==> config.mk <==
export PLATFORM = sky130hd
export DESIGN_NAME = uart_tx_mmio_flat
export DESIGN_NICKNAME = d
export VERILOG_FILES = /design/src/rtl/uart_tx_mmio_if.sv /design/src/rtl/uart_tx_mmio.sv /design/src/flat_wrapper.sv
export SDC_FILE = /design/constraint.sdc
export NUM_CORES = 1
export LEC_CHECK = 0
export ABC_AREA = 1
export ABC_CLOCK_PERIOD_IN_PS = 2200
export CAP_MARGIN = 20
export CORE_AREA = 2 2 132 134
export DETAILED_ROUTE_END_ITERATION = 7
export DIE_AREA = 0 0 134 136
export PLACE_DENSITY_LB_ADDON = 0.08
export SYNTH_ARGS = -nofsm -noshare
export SYNTH_HDL_FRONTEND = slang
export SYNTH_SLANG_ARGS = --single-unit
==> constraint.sdc <==
create_clock -name clk -period 2.2 [get_ports clk]
set_input_delay 0.55 -clock clk [delete_from_list [all_inputs] [get_ports clk]]
set_output_delay 0.55 -clock clk [all_outputs]
set_load 0.01 [all_outputs]
==> src/rtl/uart_tx_mmio_if.sv <==
// uart_tx_mmio_if: CPU data-port signals seen by the memory-mapped UART transmitter
interface uart_tx_mmio_if;
   logic [31:0] addr;
   logic [31:0] wdata;
   logic        we;
   logic [31:0] rdata;
   logic        hit;
   modport master (output addr, wdata, we, input rdata, hit);
   modport slave (input addr, wdata, we, output rdata, hit);
endinterface

==> src/rtl/uart_tx_mmio.sv <==
// uart_tx_mmio: memory-mapped 8N1 UART transmitter with TX FIFO and combinational status read
module uart_tx_mmio #(
   parameter logic [31:0] BASE_ADDR    = 32'h1000_0000,
   parameter int          CLKS_PER_BIT = 868,
   parameter int          FIFO_DEPTH   = 8
) (
   input  logic           clk,
   input  logic           n_reset,
   uart_tx_mmio_if.slave  bus,
   output logic           txd
);
   localparam int AW = $clog2(FIFO_DEPTH);
   localparam int CW = $clog2(CLKS_PER_BIT);
   localparam logic [31:0] ST_ADDR = BASE_ADDR + 32'd4;
   typedef enum logic [1:0] {IDLE, START, DATA, STOP} state_t;
   state_t        state_q, state_d;
   logic [CW-1:0] baud_q, baud_d;
   logic [2:0]    idx_q, idx_d;
   logic [7:0]    shift_q, shift_d;
   logic [AW-1:0] rptr_q, wptr_q;
   logic [AW:0]   count_q, count_d;
   logic          ovf_q;
   logic [7:0]    mem_q [FIFO_DEPTH];
   logic          hit_tx, hit_st, empty, full, tick, pop, push, accept, ovf_clr;
   logic          unused_ok;
   assign hit_tx    = bus.addr[31:2] == BASE_ADDR[31:2];
   assign hit_st    = bus.addr[31:2] == ST_ADDR[31:2];
   assign bus.hit   = hit_tx | hit_st;
   assign empty     = count_q == '0;
   assign full      = count_q == (AW+1)'(FIFO_DEPTH);
   assign bus.rdata = hit_st ? {16'h0, 8'(count_q), 4'h0, ovf_q, empty, full, state_q != IDLE} : '0;
   assign tick      = baud_q == CW'(CLKS_PER_BIT - 1);
   assign push      = bus.we & hit_tx;
   // a full FIFO still accepts when the head leaves at the same edge
   assign accept    = push & (~full | pop);
   assign ovf_clr   = bus.we & hit_st & bus.wdata[3];
   assign count_d   = count_q + (AW+1)'(accept) - (AW+1)'(pop);
   assign txd       = state_q == START ? 1'b0 : state_q == DATA ? shift_q[0] : 1'b1;
   assign unused_ok = ^{bus.wdata[31:8], bus.addr[1:0]};
   always_comb begin
      state_d = state_q;
      baud_d  = tick ? '0 : baud_q + 1'b1;
      idx_d   = idx_q;
      shift_d = shift_q;
      pop     = 1'b0;
      case (state_q)
         IDLE: begin
            baud_d = '0;
            if (!empty) begin
               pop     = 1'b1;
               shift_d = mem_q[rptr_q];
               state_d = START;
            end
         end
         START: if (tick) begin
            state_d = DATA;
            idx_d   = '0;
         end
         DATA: if (tick) begin
            shift_d = shift_q >> 1;
            idx_d   = idx_q + 1'b1;
            if (idx_q == 3'd7) state_d = STOP;
         end
         STOP: if (tick) begin
            if (!empty) begin
               pop     = 1'b1;
               shift_d = mem_q[rptr_q];
               state_d = START;
            end else begin
               state_d = IDLE;
            end
         end
         default: state_d = IDLE;
      endcase
   end
   always_ff @(posedge clk or negedge n_reset) begin
      if (!n_reset) begin
         state_q <= IDLE;
         baud_q  <= '0;
         idx_q   <= '0;
         shift_q <= '0;
         rptr_q  <= '0;
         wptr_q  <= '0;
         count_q <= '0;
         ovf_q   <= 1'b0;
      end else begin
         state_q <= state_d;
         baud_q  <= baud_d;
         idx_q   <= idx_d;
         shift_q <= shift_d;
         count_q <= count_d;
         ovf_q   <= (ovf_q & ~ovf_clr) | (push & ~accept);
         if (accept) wptr_q <= wptr_q + 1'b1;
         if (pop) rptr_q <= rptr_q + 1'b1;
      end
   end
   always_ff @(posedge clk) begin
      if (accept) mem_q[wptr_q] <= bus.wdata[7:0];
   end
endmodule

==> src/flat_wrapper.sv <==
// flat-port wrapper written by rule: the top's interface ports become plain ports
module uart_tx_mmio_flat 
#(
   parameter logic [31:0] BASE_ADDR    = 32'h1000_0000,
   parameter int          CLKS_PER_BIT = 868,
   parameter int          FIFO_DEPTH   = 8
)
  (clk, n_reset, txd, bus_addr, bus_wdata, bus_we, bus_rdata, bus_hit);
  uart_tx_mmio_if bus_i ();
  input  logic clk;
  input  logic n_reset;
  output logic txd;
  input wire logic [$bits(bus_i.addr)-1:0] bus_addr;
  input wire logic [$bits(bus_i.wdata)-1:0] bus_wdata;
  input wire logic [$bits(bus_i.we)-1:0] bus_we;
  output wire logic [$bits(bus_i.rdata)-1:0] bus_rdata;
  output wire logic [$bits(bus_i.hit)-1:0] bus_hit;
  assign bus_i.addr = bus_addr;
  assign bus_i.wdata = bus_wdata;
  assign bus_i.we = bus_we;
  assign bus_rdata = bus_i.rdata;
  assign bus_hit = bus_i.hit;
  uart_tx_mmio #(.BASE_ADDR(BASE_ADDR), .CLKS_PER_BIT(CLKS_PER_BIT), .FIFO_DEPTH(FIFO_DEPTH)) u_core (.clk(clk), .n_reset(n_reset), .bus(bus_i), .txd(txd));
endmodule
==> impl_metrics.ini, run 1 <==
[status]
outcome = finished clean

[worst_setup_path]
regToRegEndpoint = u_core.count_q[1]
worst_setup_path_start_kind = flop
r2r_slack_ns = 0.02
rr_startpoint = u_core.count_q[3]
rr_worst_depth = 13
cp_max_fo = 2
setup.worst_path.end_class = flop
arrival_ns = 2.43
path_class = reg2reg
cp.required_ns = 2.45

[yosys]
ys_seq_area_frac = 0.559
yosysMostFrequentCell = nand2_1
ys_types = 40
syn_inst = 517
synthFlopType = edfxtp_1
ys_ff_latch = 98
syn_area_per_cell_sq_um = 9.59
yosysWarnings = 0
synthTopCellsByArea = edfxtp_1 (39%), dfrtp_1 (17%), nand2_1 (9.1%), nand3_1 (5.7%), nor2_1 (4.5%)
synth_largest_area_cell = edfxtp_1
synth_edf_count = 64
yosys.area.top_type_share = 0.388
synth_area_sq_um = 4960
synthArstFlopShare = 0.347
synth_top_cells_by_count = nand2_1 (120), edfxtp_1 (64), nor2_1 (60)

[die]
core_area_sq_um = 16900
io_pins = 101
dieArea_sq_um = 18200
fp-row-count = 48
floorplan.die.width_um = 134
start_util = 0.294
die_y_um = 136

[clock_tree]
clock_latency_ns = 0.35
ctsHtreeMaxLevel = 3
cts_buffers = 9
clockRootBuffer = clkbuf_16
postCtsHoldBufs = 0
clockBufferDepth = 2
cts.clk_slew.worst_paths_ns = 0.07
clkSinkCount = 98
cts_tree = done

[routing]
ant_nets = 0
avgViaCountPerCell = 4.31
drt_iter0_drc = 118
vias = 3782
wirelength_um = 11900
wire_per_inst_um = 13.5
drc = 0
first_pass_iters = 4

[timing]
final_hold_viol_count = 0
period_share = 0.992
drv_slew = 0
worst_slack_ns = 0.0187
setup_viol = 0
max_slew_margin = 0.613
worstMarginPinSlew_ns = 0.580
rsz0062_at_grt = true
max_freq_ghz = 0.458
clock_skew_ns = 0.00637
period_needed_ns = 2.18

[power]
p_total_mw = 3.68
power_density_nw_per_um2 = 558
p_leak_nw = 2.85
ir_drop_mv = 0.357

[placement]
dp_slack_ns = -0.765
hpwl_um = 8080
port_buffers = 50
placedCellCount = 832
place.gp.congestion = 0.720
place_area_sq_um = 5960

[finish]
diodes = 0
layout-drive-gt1-share = 0.311
syn_to_final_growth_pct = 33.0
final_cells = 877
fin_area_sq_um = 6590
final_core_util = 0.390
num-nets-final = 732

[global_route]
track_usage = 0.135
gr-total-overflow = 0
grt_antenna_before_repair = 0
first_global_vias = 3761
grt_pass1_wl_um = 18800
grt_max_degree = 35

[flow_run]
cap_viol_max_count = 0

[worst_hold_path]
hold_path.class = in2async
[power breakdown]
| group | internal, mW | total, mW | switching [mW] |
|---|---|---|---|
| Sequential | 1.96 | 1.96 | 0.000000992 |
| Clock | 0.788 | 1.53 | 0.745 |
| Combinational | 0.0907 | 0.180 | 0.0890 |
[critical path, cell delays in order (launching register included)]
cell	delay [ns]
dfrtp_1	0.35
inv_1	0.06
ha_1	0.21
a21oi_2	0.20
nand3_2	0.10
nand2_2	0.07
nand2_2	0.06
inv_2	0.08
ha_4	0.20
inv_2	0.06
ha_4	0.12
inv_2	0.03
fa_2	0.52
inv_2	0.03
[worst max-delay path by stage]
stage / start / end / slack (ns) / cells past startpoint
after floorplan: u_core.baud_q[0] / u_core.count_q[2] / -0.06 / 15
after global placement: bus_addr[10] / bus_rdata[8] / -0.72 / 8
after detailed placement: bus_addr[10] / bus_rdata[8] / -0.76 / 8
after CTS: u_core.baud_q[0] / u_core.count_q[2] / -0.004 / 15
after global routing: u_core.baud_q[0] / u_core.count_q[1] / -0.09 / 15
final: u_core.count_q[3] / u_core.count_q[1] / 0.02 / 13
[metrics by stage]
step | TNS, ns | hold slack (ns)
4_1_cts | -0.00741 | 0.254
2_1_floorplan | -0.128 | 0.254
5_1_grt | -0.464 | 0.270
6_report | 0 | 0.238
3_3_place_gp | -31.33 | 0.464
3_5_place_dp | -32.90 | 0.474
[cells in the final DEF (no fill, tap or decap), types with 5 or more instances in the layout]
cell	instances
edfxtp_1	64
clkbuf_2	12
conb_1	24
clkbuf_16	9
nor2_2	15
ha_1	14
buf_6	20
nor2_4	11
clkdlybuf4s50_1	9
dfrtp_1	34
nand4_1	6
buf_2	13
buf_4	75
inv_2	9
nand3_1	52
nand2_1	118
nor2_1	36
o21ai_0	18
o21ai_1	5
nand2_2	8
inv_1	39
a21oi_1	6
[sequential cells by signal, summed over array words and instances (netlist names)]
| register | cells |
|---|---|
| u_core.state_q | 2 |
| u_core.ovf_q | 1 |
| u_core.rptr_q | 3 |
| u_core.mem_q | 64 |
| u_core.shift_q | 8 |
| u_core.wptr_q | 3 |
| u_core.count_q | 4 |
| u_core.baud_q | 10 |
| u_core.idx_q | 3 |
[layout make-up]
class | instances | area (sq um)
clock buffer | 9 | 225
clock inverter | 7 | 58.8
fill | 1696 | 10300
inverter | 49 | 184
multi-input combinational | 356 | 2030
sequential | 98 | 2770
tap | 225 | 282
timing repair buffer | 133 | 1040
[per-layer routing]
metal | up-vias | wire length, um | share of wire | track usage
met4 | 0 | 199 | 0.017 | 0.0467
li1 | 1922 | - | - | -
met3 | 15 | 237 | 0.020 | 0.0265
met5 | - | 0 | 0 | 0
met2 | 45 | 5970 | 0.50 | 0.233
met1 | 1800 | 5460 | 0.46 | 0.170
[what timing repair did]
action,4_1_cts,5_1_grt
gates resized for setup,129,81
pin swaps,29,31
endpoints found under the hold margin,0,0
setup buffers,25,3
endpoints found under the setup margin,46,79
cloned,1,0
[kinds of logic (layout without fill, tap and decap cells)]
| group | after synthesis | count (layout) | share of synthesized area |
|---|---|---|---|
| muxes | 1 | 1 | 0.00202 |
| other | 1 | 24 | 0.000757 |
| AOI/OAI and AO/OA | 38 | 38 | 0.0427 |
| DFF | 98 | 98 | 0.559 |
| buffers and inverters | 87 | 198 | 0.0919 |
| xor gates and xnor gates | 7 | 7 | 0.0124 |
| adders and majority gates | 18 | 18 | 0.0470 |
| and+or+nand+nor | 267 | 268 | 0.244 |
(Power assumes the default switching activity.)
==> inputs of run 2 (changes only) <==
CTS_CLUSTER_DIAMETER = 100   (was not set)
==> results of run 2 <==
Final layout, timing and power as in run 1 (identical DEF).
